==> src/rtl/lock_pkg.sv <==
// Shared types and constants for the lock box sequencing controller.
package lock_pkg;

  localparam int DIGIT_W = 3;
  localparam int SLOT_W  = 2;

  localparam logic [SLOT_W-1:0] SLOT_NONE  = 2'd0;
  localparam logic [SLOT_W-1:0] SLOT_FIRST = 2'd1;
  localparam logic [SLOT_W-1:0] SLOT_LAST  = 2'd3;

  typedef enum logic [2:0] {
    ST_IDLE,
    ST_DIGIT,
    ST_CHECK,
    ST_OPEN,
    ST_LOCKOUT
  } lock_state_t;

  typedef enum logic {
    MODE_UNLOCK = 1'b0,
    MODE_CREATE = 1'b1
  } lock_mode_t;

endpackage

==> src/rtl/lock_ctrl_press_detect.sv <==
// Rising-edge detector for the debounced ENTER level; emits a registered
// one-cycle press pulse one clock after the level is first sampled high.
module press_detect (
  input  logic CLK,
  input  logic rst_n,
  input  logic enter,
  output logic press
);

  logic enter_q;

  always_ff @(posedge CLK or negedge rst_n) begin
    if (!rst_n) begin
      enter_q <= 1'b0;
      press   <= 1'b0;
    end else begin
      enter_q <= enter;
      press   <= enter & ~enter_q;
    end
  end

endmodule

==> src/rtl/lock_ctrl.sv <==
// Lock box sequencing controller: create/unlock sequences, open timer and
// optional lockout (build with LOCK_CTRL_LOCKOUT_EN to enable lockout).
module lock_ctrl
  import lock_pkg::*;
#(
  parameter int OPEN_CYCLES    = 500_000_000,
  parameter int LOCKOUT_CYCLES = 1_000_000_000,
  parameter int MAX_FAILS      = 3
) (
  input  logic               CLK,
  input  logic               RST_N,
  input  logic [DIGIT_W-1:0] SW,
  input  logic               ENTER,
  input  logic               CREATE,
  input  logic [DIGIT_W-1:0] PW1,
  input  logic [DIGIT_W-1:0] PW2,
  input  logic [DIGIT_W-1:0] PW3,
  output logic [SLOT_W-1:0]  SLOT,
  output logic               WR_EN,
  output logic               UNLOCKED,
  output logic               FAIL,
  output logic               LOCKED_OUT,
  output logic               PW_VALID
);

`ifdef LOCK_CTRL_LOCKOUT_EN
  localparam int TMR_MAX = (OPEN_CYCLES > LOCKOUT_CYCLES) ? OPEN_CYCLES : LOCKOUT_CYCLES;
`else
  localparam int TMR_MAX = OPEN_CYCLES;
`endif
  localparam int TMR_W = $clog2(TMR_MAX + 1);
  localparam logic [TMR_W-1:0] OPEN_LOAD = TMR_W'(OPEN_CYCLES - 1);

  lock_state_t        state, state_d;
  lock_mode_t         mode, mode_d;
  logic [SLOT_W-1:0]  slot, slot_d;
  logic               wr_en, wr_en_d;
  logic               consumed, consumed_d;
  logic               mismatch, mismatch_d;
  logic               pw_valid, pw_valid_d;
  logic               fail_q, fail_d;
  logic [TMR_W-1:0]   timer, timer_d;
  logic [DIGIT_W-1:0] pw_cur;
  logic               press;

`ifdef LOCK_CTRL_LOCKOUT_EN
  localparam int FAIL_W = $clog2(MAX_FAILS + 1);
  localparam logic [TMR_W-1:0] LOCKOUT_LOAD = TMR_W'(LOCKOUT_CYCLES - 1);

  logic [FAIL_W-1:0] fail_cnt, fail_cnt_d, fail_inc;

  function automatic logic [FAIL_W-1:0] sat_inc(input logic [FAIL_W-1:0] v);
    return (v >= FAIL_W'(MAX_FAILS)) ? v : v + 1'b1;
  endfunction

  assign fail_inc = sat_inc(fail_cnt);
`else
  logic unused_cfg;
  assign unused_cfg = ^{LOCKOUT_CYCLES, MAX_FAILS};
`endif

  press_detect u_press (
    .CLK   (CLK),
    .rst_n (RST_N),
    .enter (ENTER),
    .press (press)
  );

  always_comb begin
    case (slot)
      2'd2:    pw_cur = PW2;
      2'd3:    pw_cur = PW3;
      default: pw_cur = PW1;
    endcase
  end

  always_comb begin
    state_d    = state;
    mode_d     = mode;
    slot_d     = slot;
    wr_en_d    = 1'b0;
    consumed_d = 1'b0;
    mismatch_d = mismatch;
    pw_valid_d = pw_valid;
    fail_d     = 1'b0;
    timer_d    = timer;
`ifdef LOCK_CTRL_LOCKOUT_EN
    fail_cnt_d = fail_cnt;
`endif
    case (state)
      ST_IDLE: begin
        if (press) begin
          if (CREATE && !pw_valid) begin
            state_d    = ST_DIGIT;
            mode_d     = MODE_CREATE;
            slot_d     = SLOT_FIRST;
            wr_en_d    = 1'b1;
            consumed_d = 1'b1;
          end else if (!CREATE && pw_valid) begin
            state_d    = ST_DIGIT;
            mode_d     = MODE_UNLOCK;
            slot_d     = SLOT_FIRST;
            consumed_d = 1'b1;
            mismatch_d = (SW != PW1);
          end
        end
      end
      ST_DIGIT: begin
        // SLOT shows the consumed digit for one cycle, then moves to the next
        if (consumed) begin
          if (slot == SLOT_LAST) begin
            pw_valid_d = 1'b1;
            slot_d     = SLOT_NONE;
            state_d    = ST_IDLE;
          end else begin
            slot_d = slot + 2'd1;
          end
        end else if (press) begin
          if (mode == MODE_CREATE) begin
            wr_en_d    = 1'b1;
            consumed_d = 1'b1;
          end else begin
            mismatch_d = mismatch | (SW != pw_cur);
            if (slot == SLOT_LAST) state_d = ST_CHECK;
            else                   consumed_d = 1'b1;
          end
        end
      end
      ST_CHECK: begin
        slot_d     = SLOT_NONE;
        mismatch_d = 1'b0;
        if (!mismatch) begin
          state_d = ST_OPEN;
          timer_d = OPEN_LOAD;
`ifdef LOCK_CTRL_LOCKOUT_EN
          fail_cnt_d = '0;
`endif
        end else begin
          fail_d  = 1'b1;
          state_d = ST_IDLE;
`ifdef LOCK_CTRL_LOCKOUT_EN
          fail_cnt_d = fail_inc;
          if (fail_inc >= FAIL_W'(MAX_FAILS)) begin
            state_d = ST_LOCKOUT;
            timer_d = LOCKOUT_LOAD;
          end
`endif
        end
      end
      ST_OPEN: begin
        // expiry takes priority over a press landing in the same cycle
        if (timer == '0) begin
          state_d = ST_IDLE;
        end else begin
          timer_d = timer - 1'b1;
          if (press) begin
            if (CREATE) begin
              state_d    = ST_DIGIT;
              mode_d     = MODE_CREATE;
              slot_d     = SLOT_FIRST;
              wr_en_d    = 1'b1;
              consumed_d = 1'b1;
            end else begin
              state_d = ST_IDLE;
            end
          end
        end
      end
`ifdef LOCK_CTRL_LOCKOUT_EN
      ST_LOCKOUT: begin
        if (timer == '0) begin
          state_d    = ST_IDLE;
          fail_cnt_d = '0;
        end else begin
          timer_d = timer - 1'b1;
        end
      end
`endif
      default: state_d = ST_IDLE;
    endcase
  end

  always_ff @(posedge CLK or negedge RST_N) begin
    if (!RST_N) begin
      state    <= ST_IDLE;
      mode     <= MODE_UNLOCK;
      slot     <= SLOT_NONE;
      wr_en    <= 1'b0;
      consumed <= 1'b0;
      mismatch <= 1'b0;
      pw_valid <= 1'b0;
      fail_q   <= 1'b0;
      timer    <= '0;
    end else begin
      state    <= state_d;
      mode     <= mode_d;
      slot     <= slot_d;
      wr_en    <= wr_en_d;
      consumed <= consumed_d;
      mismatch <= mismatch_d;
      pw_valid <= pw_valid_d;
      fail_q   <= fail_d;
      timer    <= timer_d;
    end
  end

`ifdef LOCK_CTRL_LOCKOUT_EN
  always_ff @(posedge CLK or negedge RST_N) begin
    if (!RST_N) fail_cnt <= '0;
    else        fail_cnt <= fail_cnt_d;
  end

  assign LOCKED_OUT = (state == ST_LOCKOUT);
`else
  assign LOCKED_OUT = 1'b0;
`endif

  assign SLOT     = slot;
  assign WR_EN    = wr_en;
  assign UNLOCKED = (state == ST_OPEN);
  assign FAIL     = fail_q;
  assign PW_VALID = pw_valid;

endmodule

==> config.mk <==
export PLATFORM = sky130hd
export DESIGN_NAME = lock_ctrl
export DESIGN_NICKNAME = d
export VERILOG_FILES = /design/src/rtl/lock_pkg.sv /design/src/rtl/lock_ctrl_press_detect.sv /design/src/rtl/lock_ctrl.sv
export SDC_FILE = /design/constraint.sdc
export NUM_CORES = 1
export LEC_CHECK = 0
export CAP_MARGIN = 20
export CORE_MARGIN = 4
export CORE_UTILIZATION = 43
export CTS_CLUSTER_DIAMETER = 100
export DETAILED_ROUTE_END_ITERATION = 12
export GPL_ROUTABILITY_DRIVEN = 0
export GPL_TIMING_DRIVEN = 1
export HOLD_SLACK_MARGIN = 0.1
export PLACE_DENSITY_LB_ADDON = 0.12
export SYNTH_ARGS = -nofsm -noshare
export SYNTH_HDL_FRONTEND = slang
export SYNTH_SLANG_ARGS = --single-unit
==> constraint.sdc <==
create_clock -name CLK -period 3.5 [get_ports CLK]
set_input_delay 0.875 -clock CLK [delete_from_list [all_inputs] [get_ports CLK]]
set_output_delay 0.875 -clock CLK [all_outputs]
set_load 0.01 [all_outputs]
# --- Word level (Yosys, flattened, before mapping) ---
# Cells that the tools add are included.
totals:
  ff_bits: 42
  out_inout_bits: 7
  inputBits: 16
  elab_cells: 114
classes:
  bitwise_logic: 3
  n_addsub: 2
  mux: 59
  n_eq_ne: 23
  n_reduce_logical: 16
ops:
  columns: ["cell", "n"]
  rows:
  - ["29-bit 2-to-1 mux", 2]
  - ["29-bit case mux with 2 select lines", 1]
  - ["1-bit 2-to-1 mux", 30]
  - ["3-bit 2-to-1 mux", 10]
  - ["29-bit logical NOT", 1]
  - ["29-bit by 1-bit subtractor with 29-bit output, second input constant", 1]
  - ["2-bit 2-to-1 mux", 9]
  - ["2-bit inequality test, second input constant", 9]
  - ["7-bit AND reduction", 2]
  - ["3-bit case mux with 4 select lines", 1]
  - ["6-bit AND reduction", 2]
  - ["1-bit case mux with 3 select lines", 3]
  - ["2-bit case mux with 4 select lines", 1]
  - ["3-bit by 2-bit equality test with 1-bit output, second input constant", 2]
  - ["2-bit by 1-bit inequality test with 1-bit output, second input constant", 3]
  - ["3-bit inequality test", 2]
  - ["3-bit inequality test, second input constant", 2]
  - ["3-bit case mux with 2 select lines", 1]
  - ["3-bit AND reduction", 2]
  - ["2-bit equality test, second input constant", 2]
  - ["2-bit nonzero test", 2]
  - ["4-bit nonzero test", 1]
  - ["3-bit by 1-bit equality test with 1-bit output, second input constant", 1]
  - ["3-bit logical NOT", 1]
  - ["other kinds (10)", 12]

# --- Longest topological paths before layout ---
# Gate-level depths: netlist of run 1.
logic_depth:
  word_depth: 8
  ltp_mapped: 9
  depth_no_buf: 8

# --- Cells and area by module ---
# From an unflattened synthesis of run 1, not the netlist that was laid out.
unflattened:
  cells_unflattened: 273
  area_unflattened_um2: 2542.4
modules_own_cells:
  columns: ["mod", "seq_area_each_um2", "cells_per_inst", "area_per_inst_um2", "n_inst"]
  rows:
  - ["lock_ctrl", 975.9, 270, 2478.6, 1]
  - ["press_detect", 50.0, 3, 63.8, 1]

# --- Least setup slack after synthesis of run 1 ---
# OpenSTA, ideal clock, no wires.
synth_path:
  path_kind: "register to register"
  from: "register timer[0]"
  to: "register state[0]"
  setup_ns: 0.125
  synth_period_minus_slack_ns: 2.438
  required_time_ns: 3.375
  path_slack_ns: 1.062
  path_stages_with_launch: 10
  path_buffers: 1
  arrival_ns: 2.313
  cell_sequence: "dfrtp_1 > inv_1 > ha_1 > or2b_1 > clkbuf_4 > or4_4 > or4_4 > nand3_2 > nand3_2 > mux2_4"
synth_via:
  elab_chain_cells: 3
  elab_cells_between_ends: 5
  classes_between: "1 x eq/ne; 2 x mux; 2 x reduce/logical"
synth_lines:
  columns: ["item", "line_no", "text"]
  rows:
  - ["from (decl)", "lock_ctrl.sv:42", "logic [TMR_W-1:0] timer, timer_d;"]
  - ["from (signal assigned)", "lock_ctrl.sv:203", "timer <= timer_d;"]
  - ["29-bit logical NOT (*)", "lock_ctrl.sv:152", "if (timer == '0) begin"]
  - ["3-bit by 1-bit inequality test with 1-bit output (no source line) or 3-bit 2-to-1 mux (tied branches)", null, null]
  - ["6-bit AND reduction (no source line) or 3-bit case mux with 4 select lines (tied branches)", null, null]
  - ["to (signal assigned)", "lock_ctrl.sv:195", "state <= state_d;"]
  - ["to (decl)", "lock_ctrl.sv:34", "lock_state_t state, state_d;"]
# Mark *: on every way between the ends. The rest lies on a longest branch, timed or not.
# A chain may end at the register's enable or synchronous reset.

# --- Worst setup path after layout of run 1 ---
layout_path:
  from: "register timer[0]"
  to: "register timer[24]"
layout_via:
  elab_chain_cells: 3
  elab_cells_between_ends: 6
  classes_between: "1 x add/sub; 1 x eq/ne; 2 x mux; 2 x reduce/logical"
layout_lines:
  columns: ["item", "line_no"]
  rows:
  - ["29-bit by 1-bit subtractor with 29-bit output or 29-bit logical NOT (tied branches)", "lock_ctrl.sv:155, lock_ctrl.sv:152"]
  - ["29-bit 2-to-1 mux or 2-bit inequality test (tied branches)", null]
  - ["29-bit case mux with 2 select lines or 3-bit AND reduction (tied branches)", null]
# Parallel ways exist; a longest one is shown, timed or not. The select of a mux whose other input is x is not followed.

==> results of run 1 <==
## cell families after synthesis
logic type / Yosys count / synth area share (%)
simple gates: 123 / 26.9
compound gates: 43 / 11.4
mux: 2 / 1.04
xor+xnor: 26 / 9.48
fa+ha+maj: 9 / 4.69
buf+inv: 19 / 3.60
flops: 41 / 42.7
other cells: 1 / 0.156
## worst max path at each step
| stage | from | endpoint | depth (start not counted) | slack [ns] |
|---|---|---|---|---|
| after floorplan | timer[0] | state[0] | 9 | 1.06 |
| after global placement | CREATE | SLOT[1] | 8 | 0.73 |
| after detailed placement | CREATE | SLOT[0] | 8 | 0.63 |
| after CTS | timer[0] | timer[24] | 8 | 0.85 |
| after global routing | timer[0] | timer[24] | 8 | 0.52 |
| final | timer[0] | timer[24] | 8 | 0.79 |
## layout make-up
type	count	share of cell area, %
clock inverter	3	0.774
tap	70	3.19
multi-input combinational	204	46.9
timing repair buffer	22	7.74
sequential	41	37.4
clock buffer	5	2.51
inverter	11	1.50
## synth_stat cells (all sizes together), types with 2 or more instances
| cell type | n | area, um2 |
|---|---|---|
| ha | 9 | 113 |
| a21oi | 10 | 50.1 |
| nand2b | 5 | 31.3 |
| nor4 | 14 | 87.6 |
| a22o | 3 | 26.3 |
| or4 | 4 | 38.8 |
| or3 | 6 | 42.5 |
| inv | 11 | 41.3 |
| a41oi | 2 | 25.0 |
| nor2 | 30 | 113 |
| nand3 | 7 | 45.0 |
| and2 | 2 | 12.5 |
| o21ai | 15 | 75.1 |
| nand2 | 21 | 78.8 |
| nor3 | 18 | 90.1 |
| clkbuf | 6 | 26.3 |
| nand4 | 3 | 18.8 |
| or2 | 4 | 25.0 |
| xnor2 | 26 | 228 |
| o211ai | 3 | 22.5 |
| nor2b | 4 | 25.0 |
| dfrtp | 41 | 1030 |
| a31oi | 5 | 31.3 |
| buf | 2 | 18.8 |
## state kept, by name (all words and copies together), names as in the netlist
register         count
PW_VALID             1
mismatch             1
u_press.enter_q      1
mode                 1
consumed             1
WR_EN                1
FAIL                 1
SLOT                 2
state                2
u_press.press        1
timer               29
## stage by stage
| stage | hold slack (ns) | util [%] | std cells | setup slack, ns |
|---|---|---|---|---|
| CTS | 0.399 | 52.1 | 356 | 0.847 |
| detailed placement | 0.388 | 50.4 | 348 | 0.625 |
| finish | 0.398 | 52.1 | 356 | 0.789 |
| floorplan | 0.378 | - | 264 | 1.06 |
| global route | 0.443 | 52.1 | 356 | 0.519 |
| global placement | 0.383 | 50.4 | 348 | 0.731 |
## power by group
part	internal (W)	total [W]	switching, W
clock network	0.000141	0.000314	0.000173
logic	0.000332	0.000733	0.000401
registers	0.000639	0.000801	0.000162
total	0.00111	0.00185	0.000737
## per-layer routing
layer  vias to the layer above  global-route usage [%]  routed length [um]
met5                         -                       0                   0
met4                         0                    5.72                  66
met3                         8                    3.58                 214
met2                        29                    24.0                2250
met1                       910                    26.3                2680
li1                        973                       -                   -
==> parameters.txt, run 1 <==
Parameter                              Value

Run status
  Result of the run    finished, final reports clean

Finish
  Area Overhead vs Synth    14.4%
  Most common cell after layout, fill and taps aside    sky130_fd_sc_hd__dfrtp_1
  Ratio of cells with drive above 1 in the final layout    8.04%
  Area of the multi-input gates    1290 um2
  Sequential cell area    roughly 1000 um2
  Count of inserted antenna diode cells    0
  Number of inserted filler cells in the final layout    533
  Most frequent cells in the layout    41 x sky130_fd_sc_hd__dfrtp_1, 30 x sky130_fd_sc_hd__nor2_1, 26 x sky130_fd_sc_hd__xnor2_1
  Post-route cell area    2750 um2
  Final Net Count    310

Worst setup path
  Data arrival, critical path    slightly below 3 ns
  Critical R2R Launch    timer[0]
  Nature of the critical path startpoint    flop
  Setup crit end kind    flop
  Reg-to-Reg End    timer[24]
  Required time of the worst setup path    3.69 ns
  Top Family by Delay on Critical Path    simple AND/OR/NAND/NOR gates
  Slowest-stage cell, CP    sky130_fd_sc_hd__nor4_1
  Longest individual stage delay on the worst path    0.50 ns
  Type of the worst setup path    flop to flop
  CP most frequent cell    sky130_fd_sc_hd__nor4_1
  Sum of buffers and inverters on the critical path    1
  Critical path cell sequence    inv_1, ha_1, or2b_1, nor4_1, o21ai_0, nor4_1, and3_1, nor2_1
  Setup slack of the worst register-to-register path    just under 0.8 ns
  Worst Reg-to-Reg Cells    8
  Max FO, Critical Path    8

Run
  Number of maximum-capacitance constraint violations    0

Drt
  Routed via count    1920
  Violation count after the first detailed-route iteration    between 100 and 150
  Final routed DRC violation total    0
  Final ANT Viol Nets    0
  WL/cell    14.6 um
  Post-detailed-routing wire length    around 5.2 mm
  Number of iterations in the first detailed-routing pass    4
  Detail-routed via count per cell    between 5 and 6

Timing
  Highest Clock Rate    between 0.3 and 0.4 GHz
  Worst Tran Pin Value    0.978 ns
  Max transition margin    34.6%
  Final cycle utilization of the critical path    77.5%
  Setup violators final    0
  RSZ-0062 raised after global routing    false
  Period minus WS final    2.71 ns
  Total Neg Setup Slack    0 ns
  Worst setup skew after layout    0.00528 ns
  Slew Limit Fails    0
  Final hold violation count    0

Floorplanning
  Row count    26
  Die Height    82.7 um
  Die width    82.7 um
  Overall die area    6840 um2
  Core box area    5270 um2
  Initial standard-cell utilization of the core    45.6%
  Io pins    23

Synthesis
  Post-synthesis instance total    264
  Primary flip-flop cell chosen by synthesis mapping    sky130_fd_sc_hd__dfrtp_1
  Synth Cell Area    2400 um2
  Synthesized area divided by synthesized cell count    9.09 um2
  Nets in the synthesized netlist    289
  Share of the yosys chip area belonging to registers    42.7%
  Number of enable flip-flop cells after synthesis    0
  Yosys warning total    0
  Count of unique library cells instantiated by Yosys    45
  Async set or reset register ratio after synthesis    100%
  #FFs+latches synth    41

GRT
  Vias in the first global route    between 1500 and 2000
  Maximum number of pins on one net before global-route repair    42
  Global-route wire length before repair    9.00 mm
  GRT Residual Overflow    0
  Number of antenna violations at the first check in global routing    0
  Overall fraction of global-route tracks in use    17.3%

Power and ir drop
  Peak supply drop    358 uV
  Final Power    approximately 0.0018 W
  Leakage power    roughly 1.0 nW
  Power Dens Cells    673 nW/um2

Min path
  Endpoint, Worst Hold    u_press.press
  Min-Delay Startpoint    u_press.enter_q
  Instance count along the most critical hold path    1
  Worst hold path type    flop to flop

Clocking
  CTS buffer count    5
  Postcts setup bufs    0
  H-tree depth    2
  CTS max path bufs    2
  Clock transition time at the flip-flop clock pins of the worst setup and hold paths    0.08 ns
  # resized after CTS    0
  Count of hold buffers inserted by post-cts repair    0
  Clock root cell    sky130_fd_sc_hd__clkbuf_8
  Clock sink total    41
  TritonCTS clock tree    yes
  Clock insertion delay at the later pin of the skew report    0.29 ns

Placed design
  Cell Area, Placed    2660 um2
  Half-perimeter wire length after placement    roughly 3.7 mm
  Port Buf Inserts    21
(Power assumes the default switching activity.)
==> run 2: changes to the inputs <==
Clock period 3.5 ns to 2.8 ns, I/O delays scaled along.
==> parameters.txt, run 2 (synthesized netlist as in run 1, its figures left out) <==
Parameter                              Value

Placed design
  Half-perimeter wire length after placement    3.91 mm (+4.7%)
  Cell Area, Placed    2730 um2 (+2.8%)
  Port Buf Inserts    21 (unchanged)

Worst setup path
  Longest individual stage delay on the worst path    0.43 ns (-0.07 ns)
  Sum of buffers and inverters on the critical path    3 (+2)
  Nature of the critical path startpoint    flop
  Critical path cell sequence    inv_1, ha_1, or2b_1, buf_4, nor4_1, o21ai_0, buf_4, nor4_1, and3_1, nor2_1
  Worst Reg-to-Reg Cells    10 (+2)
  Setup slack of the worst register-to-register path    0.31 ns (-0.48 ns)
  First element of the critical path    timer[0]
  Slowest-stage cell, CP    sky130_fd_sc_hd__nor4_1
  Critical Path End    timer[24]
  Critical R2R Launch    timer[0]
  Required time of the worst setup path    2.99 ns (-0.70 ns)
  Total stage count of the critical path    10 (+2)
  Setup crit end kind    flop
  Data arrival, critical path    2.68 ns (-0.22 ns)
  Reg-to-Reg End    timer[24]
  Max FO, Critical Path    7 (-1)
  Top Family by Delay on Critical Path    simple AND/OR/NAND/NOR gates
  Type of the worst setup path    flop to flop

Power and ir drop
  Proportion of power drawn by combinational gates    40.0% (+0.3 points)
  Share of power burned in the clock network    19.4% (+2.4 points)
  Leakage power    1.06 nW (+5.9%)
  Sequential fraction of design power    40.6% (-2.7 points)
  Switching power of the nets    0.000927 W (+26%)
  Final Power    0.00245 W (+33%)
  Power Dens Cells    862 nW/um2 (+28%)
  Proportion of total power due to net switching    37.8% (-2.0 points)
  Peak supply drop    475 uV (+33%)
  Internal cell power    0.00152 W (+37%)

Clocking
  Count of hold buffers inserted by post-cts repair    0 (unchanged)
  Clock sink total    41 (unchanged)
  Clock insertion delay at the later pin of the skew report    0.29 ns (about the same)
  TritonCTS clock tree    yes
  Clock root cell    sky130_fd_sc_hd__clkbuf_8
  H-tree depth    2 (unchanged)
  Clock transition time at the flip-flop clock pins of the worst setup and hold paths    0.08 ns (about the same)
  CTS max path bufs    2 (unchanged)
  CTS buffer count    5 (unchanged)
  # resized after CTS    0 (unchanged)
  Postcts setup bufs    0 (unchanged)

Floorplanning
  Initial standard-cell utilization of the core    45.6% (unchanged)
  Die Height    82.7 um (unchanged)
  Die width    82.7 um (unchanged)
  Row count    26 (unchanged)
  Overall die area    6840 um2 (unchanged)
  Io pins    23 (unchanged)
  Core box area    5270 um2 (unchanged)

Timing
  Slew Limit Fails    0 (unchanged)
  Total Neg Setup Slack    0 ns (unchanged)
  Worst setup skew after layout    0.00833 ns (+0.00305 ns)
  Max transition margin    39.4% (+4.8 points)
  Final hold violation count    0 (unchanged)
  Smallest hold slack    0.401 ns (+0.00304 ns)
  Period minus WS final    2.49 ns (-0.219 ns)
  RSZ-0062 raised after global routing    false
  Highest Clock Rate    0.401 GHz (+8.8%)
  Setup violators final    0 (unchanged)
  Final cycle utilization of the critical path    89.0% (+12 points)
  Worst Tran Pin Value    0.909 ns (-0.0682 ns)

Drt
  Final routed DRC violation total    0 (unchanged)
  Number of iterations in the first detailed-routing pass    4 (unchanged)
  Detail-routed via count per cell    5.46 (+1.2%)
  Post-detailed-routing wire length    5.40 mm (+3.5%)
  Final ANT Viol Nets    0 (unchanged)
  Violation count after the first detailed-route iteration    188 (+62%)
  Routed via count    1998 (+4.1%)
  WL/cell    14.7 um (+0.68%)

Run status
  Result of the run    finished, final reports clean

GRT
  Vias in the first global route    1848 (+0.11%)
  Number of antenna violations at the first check in global routing    0 (unchanged)
  GRT Residual Overflow    0 (unchanged)
  Maximum number of pins on one net before global-route repair    42 (unchanged)
  Overall fraction of global-route tracks in use    17.4% (+0.15 points)
  Global-route wire length before repair    9.03 mm (+0.31%)

Finish
  Most common cell after layout, fill and taps aside    sky130_fd_sc_hd__dfrtp_1
  Final standard cell utilization of the core    53.9% (+1.8 points)
  Most frequent cells in the layout    41 x sky130_fd_sc_hd__dfrtp_1, 30 x sky130_fd_sc_hd__nor2_1, 26 x sky130_fd_sc_hd__xnor2_1
  Ratio of cells with drive above 1 in the final layout    10.8% (+2.8 points)
  Reg with most FFs    timer
  Post-route cell area    2840 um2 (+3.5%)
  Final Net Count    320 (+3.2%)
  Count of inserted antenna diode cells    0 (unchanged)
  Max FFs per register    29 (unchanged)
  Area Overhead vs Synth    18.4%

Run
  Number of maximum-capacitance constraint violations    0 (unchanged)

Min path
  Worst hold path type    flop to flop
run 2: worst min path at each step:
stage	start	endpoint	slack [ns]	depth (start not counted)
2_1_floorplan	u_press.enter_q	u_press.press	0.38	1
3_3_place_gp	u_press.enter_q	u_press.press	0.38	1
3_5_place_dp	u_press.enter_q	u_press.press	0.39	1
4_1_cts	u_press.enter_q	u_press.press	0.40	1
5_1_grt	u_press.enter_q	u_press.press	0.42	1
6_report	u_press.enter_q	u_press.press	0.40	1
run 2: stage by stage:
stage               std cells  setup WS (ns)
global placement          358          0.196
detailed placement        358          0.131
floorplan                 264          0.362
global route              366         0.0913
finish                    366          0.307
CTS                       366          0.356
run 2: area by class of cell:
| type | count | area (um2) |
|---|---|---|
| clock inverters | 2 | 38.8 |
| inverters | 11 | 41.3 |
| well taps | 70 | 87.6 |
| flip-flops and latches | 41 | 1030 |
| fillers | 493 | 2430 |
| clock buffers | 6 | 72.6 |
| multi-input cells | 204 | 1290 |
| repair buffers | 32 | 288 |
run 2: worst register-to-register path: cells and delay by family (launching register included):
family	cells	cell delay, ns
compound gates	1	0.15
fa+ha+maj	1	0.17
buf+inv	3	0.44
flops	1	0.38
simple gates	5	1.25
run 2: power groups by stage:
| stage | clock [W] | sequential, W | combinational, W |
|---|---|---|---|
| global route | 0.000521 | 0.00103 | 0.00109 |
| CTS | 0.000485 | 0.000993 | 0.000981 |
| finish | 0.000475 | 0.000995 | 0.000980 |
| detailed placement | 0 | 0.00100 | 0.000968 |
| global placement | 0 | 0.00101 | 0.000958 |
| floorplan | 0 | 0.000967 | 0.000688 |
run 2: per-layer routing:
layer | wire length, um | global-route usage (%) | share of wire, %
met3 | 233 | 3.25 | 4.3
met2 | 2280 | 24.9 | 42
met4 | 53 | 4.90 | 0.98
met1 | 2830 | 26.5 | 52
met5 | 0 | 0 | 0
==> run 3: changes to the inputs <==
Settings changed: DONT_BUFFER_PORTS set to 1, GPL_ROUTABILITY_DRIVEN 0 to not set.
==> parameters.txt, run 3 (synthesized netlist as in run 1, its figures left out) <==
Parameter                              Value

Run status
  Result of the run    finished, final reports clean

Timing
  Worst setup skew after layout    0.00462 ns (-0.00371 ns)
  Total Neg Setup Slack    0 ns (unchanged)
  Slew Limit Fails    0 (unchanged)
  Highest Clock Rate    0.397 GHz (-0.95%)
  Final cycle utilization of the critical path    89.9% (+0.85 points)
  Setup violators final    0 (unchanged)
  Period minus WS final    2.52 ns (+0.0238 ns)
  Max transition margin    60.0% (+21 points)
  Worst Tran Pin Value    0.595 ns (-0.315 ns)
  Final hold violation count    0 (unchanged)
  RSZ-0062 raised after global routing    false
  Setup slack of the critical path after layout    0.284 ns (-0.0238 ns)

Clocking
  Postcts setup bufs    0 (unchanged)
  Clock insertion delay at the later pin of the skew report    0.29 ns (about the same)
  TritonCTS clock tree    yes
  CTS buffer count    5 (unchanged)
  Clock sink total    41 (unchanged)
  Clock root cell    sky130_fd_sc_hd__clkbuf_8
  Clock transition time at the flip-flop clock pins of the worst setup and hold paths    0.08 ns (about the same)
  CTS max path bufs    2 (unchanged)
  H-tree depth    2 (unchanged)

Finish
  Reg with most FFs    timer
  Number of inserted filler cells in the final layout    525 (+6.5%)
  Area Overhead vs Synth    10.3%
  Post-route cell area    2650 um2 (-6.9%)
  Non-Filler Instances    348 (-4.9%)
  Count of inserted antenna diode cells    0 (unchanged)
  Ratio of cells with drive above 1 in the final layout    12.6% (+1.8 points)
  Final Net Count    302 (-5.6%)
  Max FFs per register    29 (unchanged)
  Most frequent cells in the layout    41 x sky130_fd_sc_hd__dfrtp_1, 30 x sky130_fd_sc_hd__nor2_1, 26 x sky130_fd_sc_hd__xnor2_1
  Most common cell after layout, fill and taps aside    sky130_fd_sc_hd__dfrtp_1

Worst setup path
  Critical R2R Launch    timer[0]
  Data arrival, critical path    2.70 ns (+0.02 ns)
  Max FO, Critical Path    8 (+1)
  Nature of the critical path startpoint    flop
  Critical path cell sequence    inv_1, ha_1, or2b_1, or4_4, or4_4, nand3_2, nand3_2, mux2_4
  Setup crit end kind    flop
  Longest individual stage delay on the worst path    0.46 ns (+0.03 ns)
  Required time of the worst setup path    2.99 ns (about the same)
  Slowest-stage cell, CP    sky130_fd_sc_hd__or4_4
  First element of the critical path    timer[0]
  Type of the worst setup path    flop to flop

GRT
  Maximum number of pins on one net before global-route repair    42 (unchanged)
  Vias in the first global route    1798 (-2.7%)
  Overall fraction of global-route tracks in use    17.3% (-0.087 points)
  Global-route wire length before repair    8.93 mm (-1.1%)
  GRT Residual Overflow    0 (unchanged)
  Number of antenna violations at the first check in global routing    0 (unchanged)

Floorplanning
  Row count    26 (unchanged)
  Core box area    5270 um2 (unchanged)
  Initial standard-cell utilization of the core    45.6% (unchanged)
  Die Height    82.7 um (unchanged)
  Overall die area    6840 um2 (unchanged)
  Io pins    23 (unchanged)
  Die width    82.7 um (unchanged)

Run
  Number of maximum-capacitance constraint violations    0 (unchanged)

Power and ir drop
  Proportion of power drawn by combinational gates    39.9% (about the same)
  Sequential fraction of design power    43.5% (+2.9 points)
  Internal cell power    0.00139 W (-8.5%)
  Switching power of the nets    0.000921 W (-0.61%)
  Leakage power    0.994 nW (-6.6%)
  Power Dens Cells    874 nW/um2 (+1.4%)
  Proportion of total power due to net switching    39.8% (+2.0 points)
  Peak supply drop    415 uV (-13%)
  Share of power burned in the clock network    16.6% (-2.8 points)

Drt
  WL/cell    15.2 um (+3.3%)
  Routed via count    1930 (-3.4%)
  Number of iterations in the first detailed-routing pass    4 (unchanged)
  Final ANT Viol Nets    0 (unchanged)
  Violation count after the first detailed-route iteration    142 (-24%)
  Final routed DRC violation total    0 (unchanged)
  Detail-routed via count per cell    5.55 (+1.6%)
  Post-detailed-routing wire length    5.30 mm (-1.8%)

Placed design
  Cell Area, Placed    2540 um2 (-7.0%)
  Cell count after placement    339 (-5.3%)
  Port Buf Inserts    0 (-100%)
  Half-perimeter wire length after placement    3.79 mm (-3.0%)
  Last weighted congestion value of the routability-driven placer    0.780
  Worst slack at placement    0.293 ns (+0.162 ns)

Min path
  Worst hold path type    input pin to async pin
==> run 3: changes by cell type in the layout (fill, tap and decap cells not counted) <==
| cell | previous run | this run |
|---|---|---|
| sky130_fd_sc_hd__clkdlybuf4s50_1 | 20 | 0 |
| sky130_fd_sc_hd__buf_4 | 11 | 13 |
| sky130_fd_sc_hd__clkinv_2 | 0 | 2 |
| sky130_fd_sc_hd__buf_12 | 0 | 1 |
| sky130_fd_sc_hd__buf_2 | 1 | 0 |
| sky130_fd_sc_hd__bufinv_16 | 1 | 0 |
| sky130_fd_sc_hd__clkbuf_1 | 1 | 0 |
| sky130_fd_sc_hd__clkinv_4 | 1 | 0 |
| sky130_fd_sc_hd__clkinvlp_4 | 0 | 1 |
==> run 3: path summary, 6_finish.rpt <==
check	depth (start not counted)	to	slack, ns
setup / recovery	8	state[0]	0.28
hold / removal	1	timer[17]	0.24
setup reg to reg	8	state[0]	0.28
hold reg to reg	1	u_press.press	0.40
max in group asynchronous	1	timer[14]	2.34
min in group CLK	1	u_press.press	0.40
==> run 3: through the flow <==
step / hold slack [ns] / power [W] / utilization, %
6_report: 0.240 / 0.00231 / 50.2
5_1_grt: 0.250 / 0.00251 / 50.2
4_1_cts: 0.247 / 0.00233 / 50.2
3_5_place_dp: 0.388 / 0.00192 / 48.2
3_3_place_gp: 0.383 / 0.00191 / 48.2
2_1_floorplan: 0.378 / 0.00165 / -
==> run 3: area by class of cell <==
| cell class | count | area (um2) | share of cell area, % |
|---|---|---|---|
| timing repair buffer | 14 | 118 | 4.44 |
| clock inverter | 3 | 17.5 | 0.662 |
| tap | 70 | 87.6 | 3.31 |
| sequential | 41 | 1030 | 38.8 |
| clock buffer | 5 | 68.8 | 2.60 |
| inverter | 11 | 41.3 | 1.56 |
| multi-input combinational | 204 | 1290 | 48.7 |
==> run 3: timing repair <==
item                                   in CTS  in global routing
endpoints found under the hold margin      41                  0
resized for setup                           0                  0
setup endpoints to repair                   0                  0
hold buffers                                1                  0
==> run 3: metal layers <==
| metal | global-route usage [%] | part of all wire, % | vias up |
|---|---|---|---|
| met5 | 0 | 0 | - |
| met1 | 26.7 | 54 | 931 |
| met4 | 5.88 | 1.0 | 0 |
| met3 | 3.69 | 4.1 | 6 |
| met2 | 23.6 | 41 | 35 |
| li1 | - | - | 958 |
==> run 3: worst max-delay path, delay by kind of cell, from the launching register on <==
family	cells	cell delay, ns
flops	1	0.39
fa+ha+maj	1	0.16
simple gates	5	1.45
buf+inv	1	0.09
mux	1	0.32
==> run 3: power by group through the flow <==
stage | registers [W] | clock network (W) | logic [W]
after floorplan | 0.000967 | 0 | 0.000688
after global placement | 0.00101 | 0 | 0.000902
after detailed placement | 0.00102 | 0 | 0.000905
after CTS | 0.00101 | 0.000402 | 0.000926
after global routing | 0.00104 | 0.000422 | 0.00104
final | 0.00101 | 0.000385 | 0.000923
